<file path="src/rtl/sram_b_arb_pkg.sv">
// Shared defaults and index helper for the sram_b bank arbiter.
// Latency: n/a (package only).
// Backpressure: n/a.
package sram_b_arb_pkg;

  localparam int ABITS_DEF     = 17;
  localparam int DBITS_DEF     = 8;
  localparam int STALL_MAX_DEF = 3;

  // Position k steps past base on a ring of n slots (base < n, k <= n).
  function automatic int unsigned rr_wrap(input int unsigned base,
                                          input int unsigned k,
                                          input int unsigned n);
    int unsigned s;
    s = base + k;
    return (s >= n) ? (s - n) : s;
  endfunction

endpackage

</file>
<file path="src/rtl/sram_b_17abits_arbiter_rr_arbiter.sv">
// Round-robin arbiter: request vector + rotating pointer -> one-hot grant and index.
// Latency: grant is combinational; pointer advances on the accepting clock edge.
// Backpressure: pointer holds until the caller accepts the offered winner.
module rr_arbiter
  import sram_b_arb_pkg::*;
#(
  parameter int N  = 4,
  parameter int IW = (N > 1) ? $clog2(N) : 1
) (
  input  logic          CLK,
  input  logic          RSTN,
  input  logic [N-1:0]  req,
  input  logic          accept,
  output logic [N-1:0]  gnt,
  output logic [IW-1:0] idx,
  output logic          any
);

  logic [IW-1:0] ptr;
  logic [IW-1:0] pos;

  // First requester found scanning upward from the pointer, wrapping at N.
  always_comb begin
    gnt = '0;
    idx = '0;
    any = 1'b0;
    pos = '0;
    for (int k = 0; k < N; k++) begin
      pos = IW'(rr_wrap(32'(ptr), 32'(k), N));
      if (!any && req[pos]) begin
        any      = 1'b1;
        idx      = pos;
        gnt[pos] = 1'b1;
      end
    end
  end

  // Pointer moves one past the accepted winner so it gets lowest priority next.
  always_ff @(posedge CLK or negedge RSTN) begin
    if (!RSTN) begin
      ptr <= '0;
    end else if (accept) begin
      ptr <= IW'(rr_wrap(32'(idx), 1, N));
    end
  end

endmodule

</file>
<file path="src/rtl/sram_b_17abits_arbiter.sv">
// Shares one 1w:1r sram_b bank between NREQ requesters with independent RR write/read arbitration.
// Latency: write issues in the grant cycle; read data returns exactly 1 cycle after rd_gnt.
// Backpressure: requests wait ungranted; a read hitting a live write to its address stalls, and the write port yields one cycle after STALL_MAX stalls.
module sram_b_17abits_arbiter
  import sram_b_arb_pkg::*;
#(
  parameter int NREQ      = 4,
  parameter int ABITS     = ABITS_DEF,
  parameter int DBITS     = DBITS_DEF,
  parameter int STALL_MAX = STALL_MAX_DEF
) (
  input  logic                  CLK,
  input  logic                  RSTN,
  input  logic [NREQ-1:0]       wr_req,
  output logic [NREQ-1:0]       wr_gnt,
  input  logic [NREQ*ABITS-1:0] wr_addr,
  input  logic [NREQ*DBITS-1:0] wr_data,
  input  logic [NREQ*DBITS-1:0] wr_mask,
  input  logic [NREQ-1:0]       rd_req,
  output logic [NREQ-1:0]       rd_gnt,
  input  logic [NREQ*ABITS-1:0] rd_addr,
  output logic [NREQ-1:0]       rd_valid,
  output logic [DBITS-1:0]      rd_data,
  output logic                  CE0,
  output logic [ABITS-1:0]      A0,
  output logic [DBITS-1:0]      D0,
  output logic                  WE0,
  output logic [DBITS-1:0]      WEM0,
  output logic                  CE1,
  output logic [ABITS-1:0]      A1,
  input  logic [DBITS-1:0]      Q1
);

  localparam int IW = (NREQ > 1) ? $clog2(NREQ) : 1;
  localparam int SW = $clog2(STALL_MAX + 1);

  logic [NREQ-1:0]  wr_oh, rd_oh;
  logic [IW-1:0]    wr_idx, rd_idx;
  logic             wr_any, rd_any;
  logic             wr_fire, rd_fire, collide, yield;
  logic [SW-1:0]    stall_cnt;
  logic [ABITS-1:0] w_addr, r_addr;
  logic [DBITS-1:0] w_data, w_mask;

  rr_arbiter #(.N(NREQ), .IW(IW)) u_wr_arb (
    .CLK(CLK), .RSTN(RSTN), .req(wr_req), .accept(wr_fire),
    .gnt(wr_oh), .idx(wr_idx), .any(wr_any)
  );

  rr_arbiter #(.N(NREQ), .IW(IW)) u_rd_arb (
    .CLK(CLK), .RSTN(RSTN), .req(rd_req), .accept(rd_fire),
    .gnt(rd_oh), .idx(rd_idx), .any(rd_any)
  );

  assign w_addr = wr_addr[wr_idx*ABITS +: ABITS];
  assign w_data = wr_data[wr_idx*DBITS +: DBITS];
  assign w_mask = wr_mask[wr_idx*DBITS +: DBITS];
  assign r_addr = rd_addr[rd_idx*ABITS +: ABITS];

  // A starved read takes the cycle: the write port stands down for one grant slot.
  assign yield   = (stall_cnt == SW'(STALL_MAX));
  assign wr_fire = RSTN & wr_any & ~yield;
  // Only a write that actually changes bits at the read address blocks the read.
  assign collide = wr_fire & rd_any & (w_addr == r_addr) & (|w_mask);
  assign rd_fire = RSTN & rd_any & ~collide;

  assign wr_gnt = wr_fire ? wr_oh : '0;
  assign CE0    = wr_fire;
  assign WE0    = wr_fire;
  assign A0     = wr_fire ? w_addr : '0;
  assign D0     = wr_fire ? w_data : '0;
  assign WEM0   = wr_fire ? w_mask : '0;

  assign rd_gnt = rd_fire ? rd_oh : '0;
  assign CE1    = rd_fire;
  assign A1     = rd_fire ? r_addr : '0;

  // The memory's registered output is broadcast; rd_valid says whose it is.
  assign rd_data = Q1;

  // Count consecutive collision stalls of the pending read; any grant or idle read clears it.
  always_ff @(posedge CLK or negedge RSTN) begin
    if (!RSTN) begin
      stall_cnt <= '0;
    end else if (rd_fire || !rd_any) begin
      stall_cnt <= '0;
    end else if (collide && !yield) begin
      stall_cnt <= stall_cnt + SW'(1);
    end
  end

  // Tag the returning read data with the requester granted last cycle.
  always_ff @(posedge CLK or negedge RSTN) begin
    if (!RSTN) begin
      rd_valid <= '0;
    end else begin
      rd_valid <= rd_fire ? rd_oh : '0;
    end
  end

endmodule

</file>
<file path="config.mk">
export PLATFORM = sky130hd
export DESIGN_NAME = sram_b_17abits_arbiter
export DESIGN_NICKNAME = d
export VERILOG_FILES = /design/src/rtl/sram_b_arb_pkg.sv /design/src/rtl/sram_b_17abits_arbiter_rr_arbiter.sv /design/src/rtl/sram_b_17abits_arbiter.sv
export SDC_FILE = /design/constraint.sdc
export NUM_CORES = 1
export LEC_CHECK = 0
export ABC_CLOCK_PERIOD_IN_PS = 7400
export BUFFER_PORTS_ARGS = -buffer_cell sky130_fd_sc_hd__buf_2
export CORE_AREA = 2 2 113 115
export CTS_CLUSTER_DIAMETER = 150
export DETAILED_ROUTE_END_ITERATION = 8
export DIE_AREA = 0 0 115 117
export PLACE_DENSITY = 0.74
export RECOVER_POWER = 100
export SETUP_SLACK_MARGIN = 0.4
export SLEW_MARGIN = 0
export SYNTH_ARGS = -nofsm -noshare
export SYNTH_HDL_FRONTEND = slang
export SYNTH_SLANG_ARGS = --single-unit
</file>
<file path="constraint.sdc">
create_clock -name CLK -period 7.4 [get_ports CLK]
set_input_delay 1.85 -clock CLK [delete_from_list [all_inputs] [get_ports CLK]]
set_output_delay 1.85 -clock CLK [all_outputs]
set_load 0.01 [all_outputs]
</file>
======== Word level (Yosys, flattened, before mapping) ========
Index checks and enable logic that the tools add are counted.
word-level totals
  output and inout bits ................... 73
  bits in registers ....................... 10
  word-level logic and storage cells ...... 172
  bits of input ports ..................... 218
cells by class
  magnitude comparators ................... 26
  equality and inequality tests ........... 2
  $mul .................................... 2
  shift-type cells ........................ 4
  mux-type cells .......................... 74
  reduce and logical (&&, ||, !) cells .... 26
  bitwise operators ....................... 15
  add/subtract/negate cells ............... 19
operator list
  kind                                                                    number
  68-bit by 8-bit indexed part select with 17-bit output                  2
  32-bit by 6-bit indexed part select with 8-bit output                   2
  2-bit 2-to-1 mux                                                        20
  4-bit 2-to-1 mux                                                        10
  17-bit 2-to-1 mux                                                       2
  3-bit >= comparator (second input constant)                             8
  2-bit by 3-bit < comparator with 1-bit output (second input constant)   8
  1-bit 2-to-1 mux                                                        24
  4-bit bitwise OR                                                        6
  2-bit by 1-bit subtractor with 2-bit output (second input constant)     10
  17-bit equality test                                                    1
  1-bit binary-select mux with 2-bit select                               8
  1-bit demux with 2-bit select                                           8
  2-bit by 1-bit >= comparator with 1-bit output (second input constant)  8
  8-bit 2-to-1 mux                                                        2
  1-bit logical AND                                                       15
  2-bit by 5-bit multiplier with 7-bit output (second input constant)     2
  2-bit by 1-bit adder with 3-bit output (second input constant)          4
  2-bit by 2-bit adder with 3-bit output (second input constant)          4
  1-bit logical NOT                                                       8
  8-bit OR reduction                                                      1
  1-bit bitwise AND                                                       7
  2-bit by 3-bit >= comparator with 1-bit output (second input constant)  2
  2-bit by 1-bit adder with 2-bit output (second input constant)          1
  4 further kinds                                                         5

======== Logic depth before layout (Yosys ltp) ========
Gate-level depths: netlist of the first run.
  depth after elaboration ................. 23
  mapped depth ............................ 22
  depth with buffers taken out ............ 13

======== Hierarchy ========
Synthesis of the first run repeated with hierarchy kept, for this count alone.
unflattened totals
  cell total of the unflattened synthesis .. 325
  area total of the unflattened synthesis .. 3459.6 µm²
modules (own cells, without submodules)
  module                  cells an instance  seq. area each (µm²)  times used  area an instance (µm²)
  sram_b_17abits_arbiter  201                150.1                 1           2374.8
  rr_arbiter (u_wr_arb)   66                 50.0                  1           556.8
  rr_arbiter (u_rd_arb)   58                 50.0                  1           528.0

======== Least setup slack after synthesis of the first run ========
No wires, ideal clock.
  path type ............................... input-to-output
  start point ............................. input port wr_req[0]
  end point ............................... output port rd_gnt[0]
  arrival ................................. 4.594 ns
  required time ........................... 5.550 ns
  path buffers ............................ 3
  slack ................................... 0.956 ns
  cell stages on the path ................. 14
  cell sequence ........................... buf_2 mux4_2 buf_6 nand2b_4 nand2_2 mux2_2 a222oi_1 a21oi_2 xnor2_1 nor4_1 nand2_1 o21ai_4 buf_6 nor2_2
between the ends
  longest elaborated chain between the ends .. 20
  elaborated cells on any way between the ends .. 35
  those cells by class .................... mul: 1; eq/ne: 1; shift: 2; mux: 17; bitwise: 7; reduce/logical: 7
ends and longest elaborated chain
  element                                                                                             RTL line                                                    source
  from (decl)                                                                                         sram_b_17abits_arbiter.sv:14                                input logic [NREQ-1:0] wr_req,
  1-bit binary-select mux with 2-bit select                                                           sram_b_17abits_arbiter_rr_arbiter.sv:30                     if (!any && req[pos]) begin
  1-bit 2-to-1 mux (not written as such)                                                              sram_b_17abits_arbiter_rr_arbiter.sv:30
  1-bit 2-to-1 mux                                                                                    sram_b_17abits_arbiter_rr_arbiter.sv:30
  1-bit logical NOT                                                                                   sram_b_17abits_arbiter_rr_arbiter.sv:30
  1-bit logical AND                                                                                   sram_b_17abits_arbiter_rr_arbiter.sv:30
  1-bit 2-to-1 mux                                                                                    sram_b_17abits_arbiter_rr_arbiter.sv:30
  1-bit logical NOT                                                                                   sram_b_17abits_arbiter_rr_arbiter.sv:30
  1-bit logical AND                                                                                   sram_b_17abits_arbiter_rr_arbiter.sv:30
  [... 4 more ...]                                                                                    --
  2-bit by 5-bit multiplier with 7-bit output / 1-bit bitwise AND (equally long branches)             sram_b_17abits_arbiter.sv:55, sram_b_17abits_arbiter.sv:62
  68-bit by 8-bit indexed part select with 17-bit output / 1-bit bitwise AND (equally long branches)  sram_b_17abits_arbiter.sv:55, sram_b_17abits_arbiter.sv:62
  17-bit equality test / 1-bit bitwise AND (equally long branches)                                    sram_b_17abits_arbiter.sv:64                                assign collide = wr_fire & rd_any & (w_addr == r_addr) & (|w_mask);
  1-bit bitwise AND                                                                                   sram_b_17abits_arbiter.sv:64
  1-bit bitwise AND *                                                                                 sram_b_17abits_arbiter.sv:64
  1-bit NOT *                                                                                         sram_b_17abits_arbiter.sv:65                                assign rd_fire = RSTN & rd_any & ~collide;
  1-bit bitwise AND *                                                                                 sram_b_17abits_arbiter.sv:65
  4-bit 2-to-1 mux *                                                                                  sram_b_17abits_arbiter.sv:74                                assign rd_gnt = rd_fire ? rd_oh : '0;
  to (decl)                                                                                           sram_b_17abits_arbiter.sv:20                                output logic [NREQ-1:0] rd_gnt,
Mark *: on every way between the ends. The rest lies on a longest branch, timed or not. The select of a mux whose other input is x is not followed.

======== Final worst setup path of the first run ========
  start point ............................. input port wr_req[3]
  end point ............................... output port A1[6]
between the ends
  longest elaborated chain between the ends .. 20
  elaborated cells on any way between the ends .. 35
  those cells by class .................... mul: 1; eq/ne: 1; shift: 2; mux: 17; bitwise: 7; reduce/logical: 7
ends and longest elaborated chain
  element                                                                                             RTL line                                                    source
  1-bit binary-select mux with 2-bit select                                                           sram_b_17abits_arbiter_rr_arbiter.sv:30
  1-bit 2-to-1 mux (not written as such)                                                              sram_b_17abits_arbiter_rr_arbiter.sv:30
  1-bit 2-to-1 mux                                                                                    sram_b_17abits_arbiter_rr_arbiter.sv:30
  1-bit logical NOT                                                                                   sram_b_17abits_arbiter_rr_arbiter.sv:30
  1-bit logical AND                                                                                   sram_b_17abits_arbiter_rr_arbiter.sv:30
  1-bit 2-to-1 mux                                                                                    sram_b_17abits_arbiter_rr_arbiter.sv:30
  1-bit logical NOT                                                                                   sram_b_17abits_arbiter_rr_arbiter.sv:30
  1-bit logical AND                                                                                   sram_b_17abits_arbiter_rr_arbiter.sv:30
  [... 4 more ...]                                                                                    --
  2-bit by 5-bit multiplier with 7-bit output / 1-bit bitwise AND (equally long branches)             sram_b_17abits_arbiter.sv:55, sram_b_17abits_arbiter.sv:62
  68-bit by 8-bit indexed part select with 17-bit output / 1-bit bitwise AND (equally long branches)  sram_b_17abits_arbiter.sv:55, sram_b_17abits_arbiter.sv:62
  17-bit equality test / 1-bit bitwise AND (equally long branches)                                    sram_b_17abits_arbiter.sv:64
  1-bit bitwise AND                                                                                   sram_b_17abits_arbiter.sv:64
  1-bit bitwise AND *                                                                                 sram_b_17abits_arbiter.sv:64
  1-bit NOT *                                                                                         sram_b_17abits_arbiter.sv:65
  1-bit bitwise AND *                                                                                 sram_b_17abits_arbiter.sv:65
  17-bit 2-to-1 mux *                                                                                 sram_b_17abits_arbiter.sv:76                                assign A1 = rd_fire ? r_addr : '0;
  to (decl)                                                                                           sram_b_17abits_arbiter.sv:30                                output logic [ABITS-1:0] A1,
Marked as above.

==> results of run 1 <==
==> synth_stat cells, drive strengths merged (3+ instances only) <==
| cell | n |
|---|---|
| nand2 | 47 |
| a221oi | 10 |
| nand3 | 25 |
| nand2b | 6 |
| mux2i | 69 |
| a211oi | 6 |
| a221o | 4 |
| o21ai | 30 |
| xnor2 | 6 |
| inv | 11 |
| and2 | 14 |
| mux4 | 16 |
| nor3b | 3 |
| a22oi | 12 |
| buf | 47 |
| a31oi | 6 |
| dfrtp | 10 |
| o211ai | 5 |
| nor3 | 20 |
| o2bb2ai | 3 |
| a21oi | 22 |
| mux2 | 26 |
| a2111oi | 6 |
| nor2b | 7 |
| clkbuf | 17 |
| ha | 17 |
| xor2 | 13 |
| and3 | 7 |
| o221a | 3 |
| nor4 | 5 |
| o22ai | 3 |
| a22o | 4 |
| nor2 | 54 |
| nand4 | 5 |
| o221ai | 7 |
| or2 | 4 |
==> registers in the layout, summed over array words and instances, names as in the netlist <==
register / flops
rd_valid: 4
stall_cnt: 2
u_rd_arb.ptr: 2
u_wr_arb.ptr: 2
==> through the flow <==
step | setup WS, ns | utilization [%] | power (uW) | hold slack, ns
2_1_floorplan | 0.9562 | - | 2309 | 0.5842
3_3_place_gp | 0.2936 | 48.21 | 3013 | 0.5985
3_5_place_dp | 0.1596 | 48.21 | 3039 | 0.6179
4_1_cts | 0.4018 | 49.54 | 3231 | 0.6263
5_1_grt | 0.2285 | 51.68 | 3723 | 0.6498
6_report | 0.4099 | 51.72 | 3480 | 0.6246
==> cell type report <==
type	instances	area share, %
timing repair buffer	319	27.69
inverter	11	0.6485
antenna	3	0.1179
clock buffer	4	1.395
tap	150	2.948
multi-input combinational	490	63.25
sequential	10	3.950
==> per-layer routing <==
layer  track usage, %  wire length [um]  up-vias
met1            34.26              7883     2702
met4            5.703               248        0
met2            44.12              9603      318
met5                0                 0        -
met3            4.119              1724       22
li1                 -                 -     2680
==> kinds of logic (layout without fill, tap and decap cells) <==
| family | Yosys count | in the layout | synth area share (%) |
|---|---|---|---|
| xor+xnor | 19 | 19 | 3.666 |
| mux | 111 | 111 | 29.69 |
| flops | 10 | 10 | 5.513 |
| buf+inv | 75 | 334 | 9.978 |
| simple gates | 202 | 203 | 23.57 |
| fa+ha+maj | 17 | 17 | 4.686 |
| compound gates | 139 | 140 | 22.91 |
| other cells | 0 | 3 | 0 |
==> worst max-delay path, cell delays in order <==
cell and delay, ns:
buf_2 0.16, mux4_2 0.55, nor2b_4 0.18, nor2_4 0.21
clkbuf_1 0.30, nand3_1 0.11, and4_1 0.24, a21oi_1 0.34
xnor2_2 0.09, nor4_1 0.30, nand2_2 0.15, o21ai_4 0.27
clkbuf_16 0.22, nor2_2 0.04, clkbuf_1 0.12
==> power breakdown <==
| part | internal (uW) | switching, uW |
|---|---|---|
| Combinational | 1480 | 1800 |
| Clock | 81.4 | 26.5 |
| Sequential | 75.0 | 24.4 |
==> final timing paths <==
path	slack, ns	to	from
setup / recovery	0.41	A1[6]	wr_req[3]
max in group asynchronous	5.22	u_wr_arb.ptr[0]$_DFFE_PN0P_	RSTN
hold / removal	0.62	stall_cnt[0]$_DFFE_PN0P_	stall_cnt[0]$_DFFE_PN0P_
min in group asynchronous	1.66	rd_valid[3]$_DFF_PN0_	RSTN
setup reg to reg	2.89	u_rd_arb.ptr[1]$_DFFE_PN0P_	u_wr_arb.ptr[1]$_DFFE_PN0P_
hold reg to reg	0.62	stall_cnt[0]$_DFFE_PN0P_	stall_cnt[0]$_DFFE_PN0P_
==> repair_timing <==
action	CTS	global route
pin swaps	4	17
buffers inserted	5	14
setup endpoints to repair	22	22
hold buffers	0	0
cloned	1	2
resized for setup	3	40
==> flow_summary_export.csv, run 1 <==
group,metric,value,unit
hold_path,hp-class,"register to register",
global_route,grt_pass1_vias,5207,
synth,ys_ff_latch,10,
synth,synth_nets,808,
placement,placed_area,0.005936,mm^2
pwr,leakagePower,0.003005,uW
layout,fillers,1221,
outcome,status,"complete, no violations",
clock_tree,numCtsBuffers,3,
synth,synthTopCellsByArea,"mux2i_1, mux4_2, mux2_2",
synth,syn_inst,573,
placement,hpwl,15090,um
drt,vias_per_cell,5.797,
clock_tree,clkSinkCount,10,
global_route,antenna_found_initial,2,
pwr,ir_drop,0.1927,mV
synth,synth_top_area_share,14.99,%
drt,ant_nets,0,
drt,routedWlPerCell,19.72,um
synth,synth_cell_type_count,78,
timing,rsz0062_at_grt,"false",
clock_tree,clock_latency,0.24,ns
timing,max_freq,143.1,MHz
hold_path,whs_path_depth,2,
clock_tree,cts_tree,"yes",
global_route,grt_start_max_net_pins,57,
setup_path,start_kind,"primary input",
setup_path,ff2ff_path_depth,16,
die,pin_count,291,
placement,place_congestion,0.8661,
clock_tree,cts_root_buf,"clkbuf_16",
layout,fin_nets,1070,
setup_path,crit_fanout,11,
synth,yosysSeqAreaShare,5.513,%
layout,layout-drive-gt1-share,47.48,%
timing,clock_skew,0.001515,ns
clock_tree,htree_levels,1,
setup_path,worst-setup-path-type,"primary input to output pin",
global_route,gr-usage-all-layers,25.75,%
placement,place_inst,958,
placement,io_buffers,274,
clock_tree,clockBufferDepth,2,
setup_path,arrival,5.14,ns
timing,period_needed,6.990,ns
die,die_width,115,um
die,start_util,36.87,%
synth,ys.flop_type,"dfrtp_1",
layout,multi_input_area,0.004028,mm^2
synth,yosysWarnings,0,
timing,hold_viol,0,
clock_tree,clk_pin_slew,0.04,ns
layout,final_cell_mix,"buf_2, mux2i_1, nand2_1",
setup_path,cp-end-kind,"output pin",
synth,synth_area_leader_cell,"mux2i_1",
timing,finalSetupTns,0,ns
timing,layout_worst_path_cycle_share,94.46,%
synth,async_flop_share,100.0,%
layout,finalNonFillerCells,987,
die,dieArea,0.01346,mm^2
synth,synth_edf_count,0,
synth,synth_area,0.004539,mm^2
global_route,grt_pass1_wl,27360,um
drt,drcViolationCount,0,
pwr,powerDensity,546.5,mW/mm^2
job,maxCapViolations,0,
global_route,grt-ovfl-total,0,
timing,drv_slew,0,
drt,firstDrtPassIters,5,
drt,drt_iter0_drc,400,
die,die_y,117,um
layout,area_growth,40.27,%
drt,detailroute.via_count,5722,
timing,slew_headroom,46.60,%
drt,drt-total-wl,19460,um
layout,finalInstanceArea,0.006367,mm^2
timing,finalSetupViolCount,0,
layout,final_common_cell,"buf_2",
setup_path,crit_required,5.55,ns
layout,register_area,251.5,um^2
timing,tightest_slew,0.7936,ns
die,coreArea,0.01231,mm^2
synth,synth.avg_cell_area,7.922,um^2
die,rows,41,
Note: power is estimated with default switching activity, not from simulation.
==> inputs of run 2 (changes only) <==
--- a/config.mk
+++ b/config.mk
@@ -12,7 +12,7 @@
 export DETAILED_ROUTE_END_ITERATION = 8
 export DIE_AREA = 0 0 115 117
 export PLACE_DENSITY = 0.74
-export RECOVER_POWER = 100
+export RECOVER_POWER = 50
 export SETUP_SLACK_MARGIN = 0.4
 export SLEW_MARGIN = 0
 export SYNTH_ARGS = -nofsm -noshare
==> flow_summary_export.csv, run 2 (synthesis results as in run 1) <==
group,metric,value,unit
drt,firstDrtPassIters,6,
layout,fin_nets,1070,
timing,drv_slew,0,
global_route,grt_pass1_wl,27360,um
pwr,ir_drop,0.1914,mV
clock_tree,clock_latency,0.24,ns
layout,final_cell_mix,"buf_2, mux2i_1, nand2_1",
clock_tree,hold_buffers,0,
drt,ant_nets,0,
hold_path,min_to,"stall_cnt[0]$_DFFE_PN0P_",
drt,vias_per_cell,5.804,
drt,detailroute.via_count,5729,
layout,final_common_cell,"buf_2",
setup_path,cp_top_family,"simple AND/OR/NAND/NOR gates",
placement,hpwl,15090,um
layout,finalInstanceArea,0.006410,mm^2
setup_path,start_kind,"primary input",
clock_tree,cts_root_buf,"clkbuf_16",
global_route,met2_usage,44.12,%
clock_tree,htree_levels,1,
layout,largest_reg_flops,4,
timing,slew_headroom,47.29,%
global_route,grt_pass1_vias,5207,
drt,drcViolationCount,0,
timing,hold_viol,0,
drt,routedWlPerCell,19.71,um
setup_path,crit_required,5.55,ns
setup_path,worstReg2RegEnd,"u_rd_arb.ptr[1]$_DFFE_PN0P_",
global_route,use_met3,4.119,%
timing,rsz0062_at_grt,"false",
setup_path,cp_common_cell,"buf_2",
global_route,grt-ovfl-total,0,
clock_tree,clkSinkCount,10,
setup_path,ff2ff_setup_slack,2.87,ns
die,start_util,36.87,%
setup_path,cp_num_buf_inv,4,
global_route,antenna_found_initial,2,
global_route,grt_busiest_layer,"met2",
global_route,grt_use_met1,34.26,%
pwr,powerDensity,545.9,mW/mm^2
timing,max_freq,142.5,MHz
pwr,leakagePower,0.003096,uW
layout,max_flop_register,"rd_valid",
die,coreArea,0.01231,mm^2
setup_path,cp-end-kind,"output pin",
layout,area_growth,41.21,%
job,maxCapViolations,0,
global_route,grt_start_max_net_pins,57,
setup_path,worst-setup-path-type,"primary input to output pin",
setup_path,r2r_start,"u_wr_arb.ptr[1]$_DFFE_PN0P_",
drt,drt-total-wl,19450,um
setup_path,path_cells,"buf_2, mux4_2, nor2b_4, nor2_4, clkbuf_1, nand3_1, and4_1, a21oi_1, xnor2_2, nor4_1, nand2_2, o21ai_4, clkbuf_16, nor2_2, buf_2",
die,rows,41,
setup_path,critical_path.startpoint,"wr_req[0]",
setup_path,crit_slowest_cell,"mux4_2",
clock_tree,clk_pin_slew,0.04,ns
setup_path,max_stage_delay,0.56,ns
clock_tree,cts_tree,"yes",
hold_path,min_from,"stall_cnt[0]$_DFFE_PN0P_",
layout,layout-drive-gt1-share,50.48,%
drt,drt_iter0_drc,446,
outcome,status,"complete, no violations",
setup_path,arrival,5.17,ns
placement,io_buffers,274,
global_route,gr-usage-all-layers,25.75,%
clock_tree,clockBufferDepth,2,
die,die_y,117,um
hold_path,whs_path_depth,2,
timing,finalSetupViolCount,0,
timing,clock_skew,0.002227,ns
placement,place_congestion,0.8661,
placement,placed_area,0.005936,mm^2
hold_path,hp-class,"register to register",
die,pin_count,291,
setup_path,ff2ff_path_depth,16,
timing,tightest_slew,0.7835,ns
timing,period_needed,7.019,ns
die,dieArea,0.01346,mm^2
setup_path,cp.depth,15,
timing,finalSetupTns,0,ns
layout,fillers,1208,
timing,layout_worst_path_cycle_share,94.86,%
die,die_width,115,um
setup_path,crit_fanout,10,
clock_tree,numCtsBuffers,3,
run 2: cell types whose count changed in the layout (fill, tap and decap cells not counted):
cell,delta
and2_0,-7
buf_2,+22
o41ai_2,+1
clkbuf_1,-22
and2_1,+7
nor2_1,-1
a21boi_0,-1
a21boi_2,+1
o41ai_1,-1
a2111oi_0,-1
a2111oi_1,+1
nor2_2,+1
run 2: worst reg2reg max path: stages (launching register included):
cell and delay (ns):
dfrtp_1 0.58, inv_1 0.18, ha_1 0.47, mux4_2 0.60, buf_6 0.16, or2_4 0.26
o21ai_4 0.29, a22oi_1 0.11, and4_1 0.20, a21oi_1 0.35, xnor2_2 0.09, nor4_1 0.30
nand2_2 0.16, o21ai_4 0.28, buf_6 0.17, buf_4 0.11, mux2i_1 0.17
run 2: how the worst max path moves through the flow:
stage                           end  slack, ns
after floorplan           rd_gnt[0]       0.96
after global placement       A1[16]       0.29
after detailed placement     A1[16]       0.16
after CTS                 rd_gnt[3]       0.40
after global routing          A1[6]       0.21
final                         A1[6]       0.38
run 2: layout make-up:
cell class	count	area [um^2]	share of cell area (%)
clock buffer	4	88.84	1.386
antenna	3	7.507	0.1171
tap	150	187.7	2.928
timing repair buffer	319	1790	27.93
inverter	11	41.29	0.6442
sequential	10	251.5	3.923
multi-input combinational	490	4043	63.07
run 2: layer usage:
layer | routed length, um | up-vias
met3 | 1551 | 28
li1 | - | 2677
met5 | 0 | -
met4 | 270 | 0
met2 | 9664 | 293
met1 | 7967 | 2731
run 2: per-stage QoR:
stage / std cells / utilization [%] / setup WS (ns) / power, uW / hold slack (ns)
floorplan: 573 / - / 0.9562 / 2309 / 0.5842
global placement: 958 / 48.21 / 0.2936 / 3013 / 0.5985
detailed placement: 958 / 48.21 / 0.1596 / 3039 / 0.6179
CTS: 968 / 49.54 / 0.4018 / 3231 / 0.6263
global route: 985 / 52.02 / 0.2088 / 3743 / 0.6498
finish: 987 / 52.06 / 0.3807 / 3499 / 0.6315
run 2: what timing repair did:
item	in CTS	in global routing
resized for setup	3	40
cloned	1	2
buffers inserted	5	14
setup endpoints to repair	22	22
pin swaps	4	17
run 2: where the power goes:
group | internal, uW | total (uW) | switching, uW
clock | 81.4 | 108 | 26.7
sequential | 75.0 | 99.3 | 24.3
combinational | 1500 | 3290 | 1800
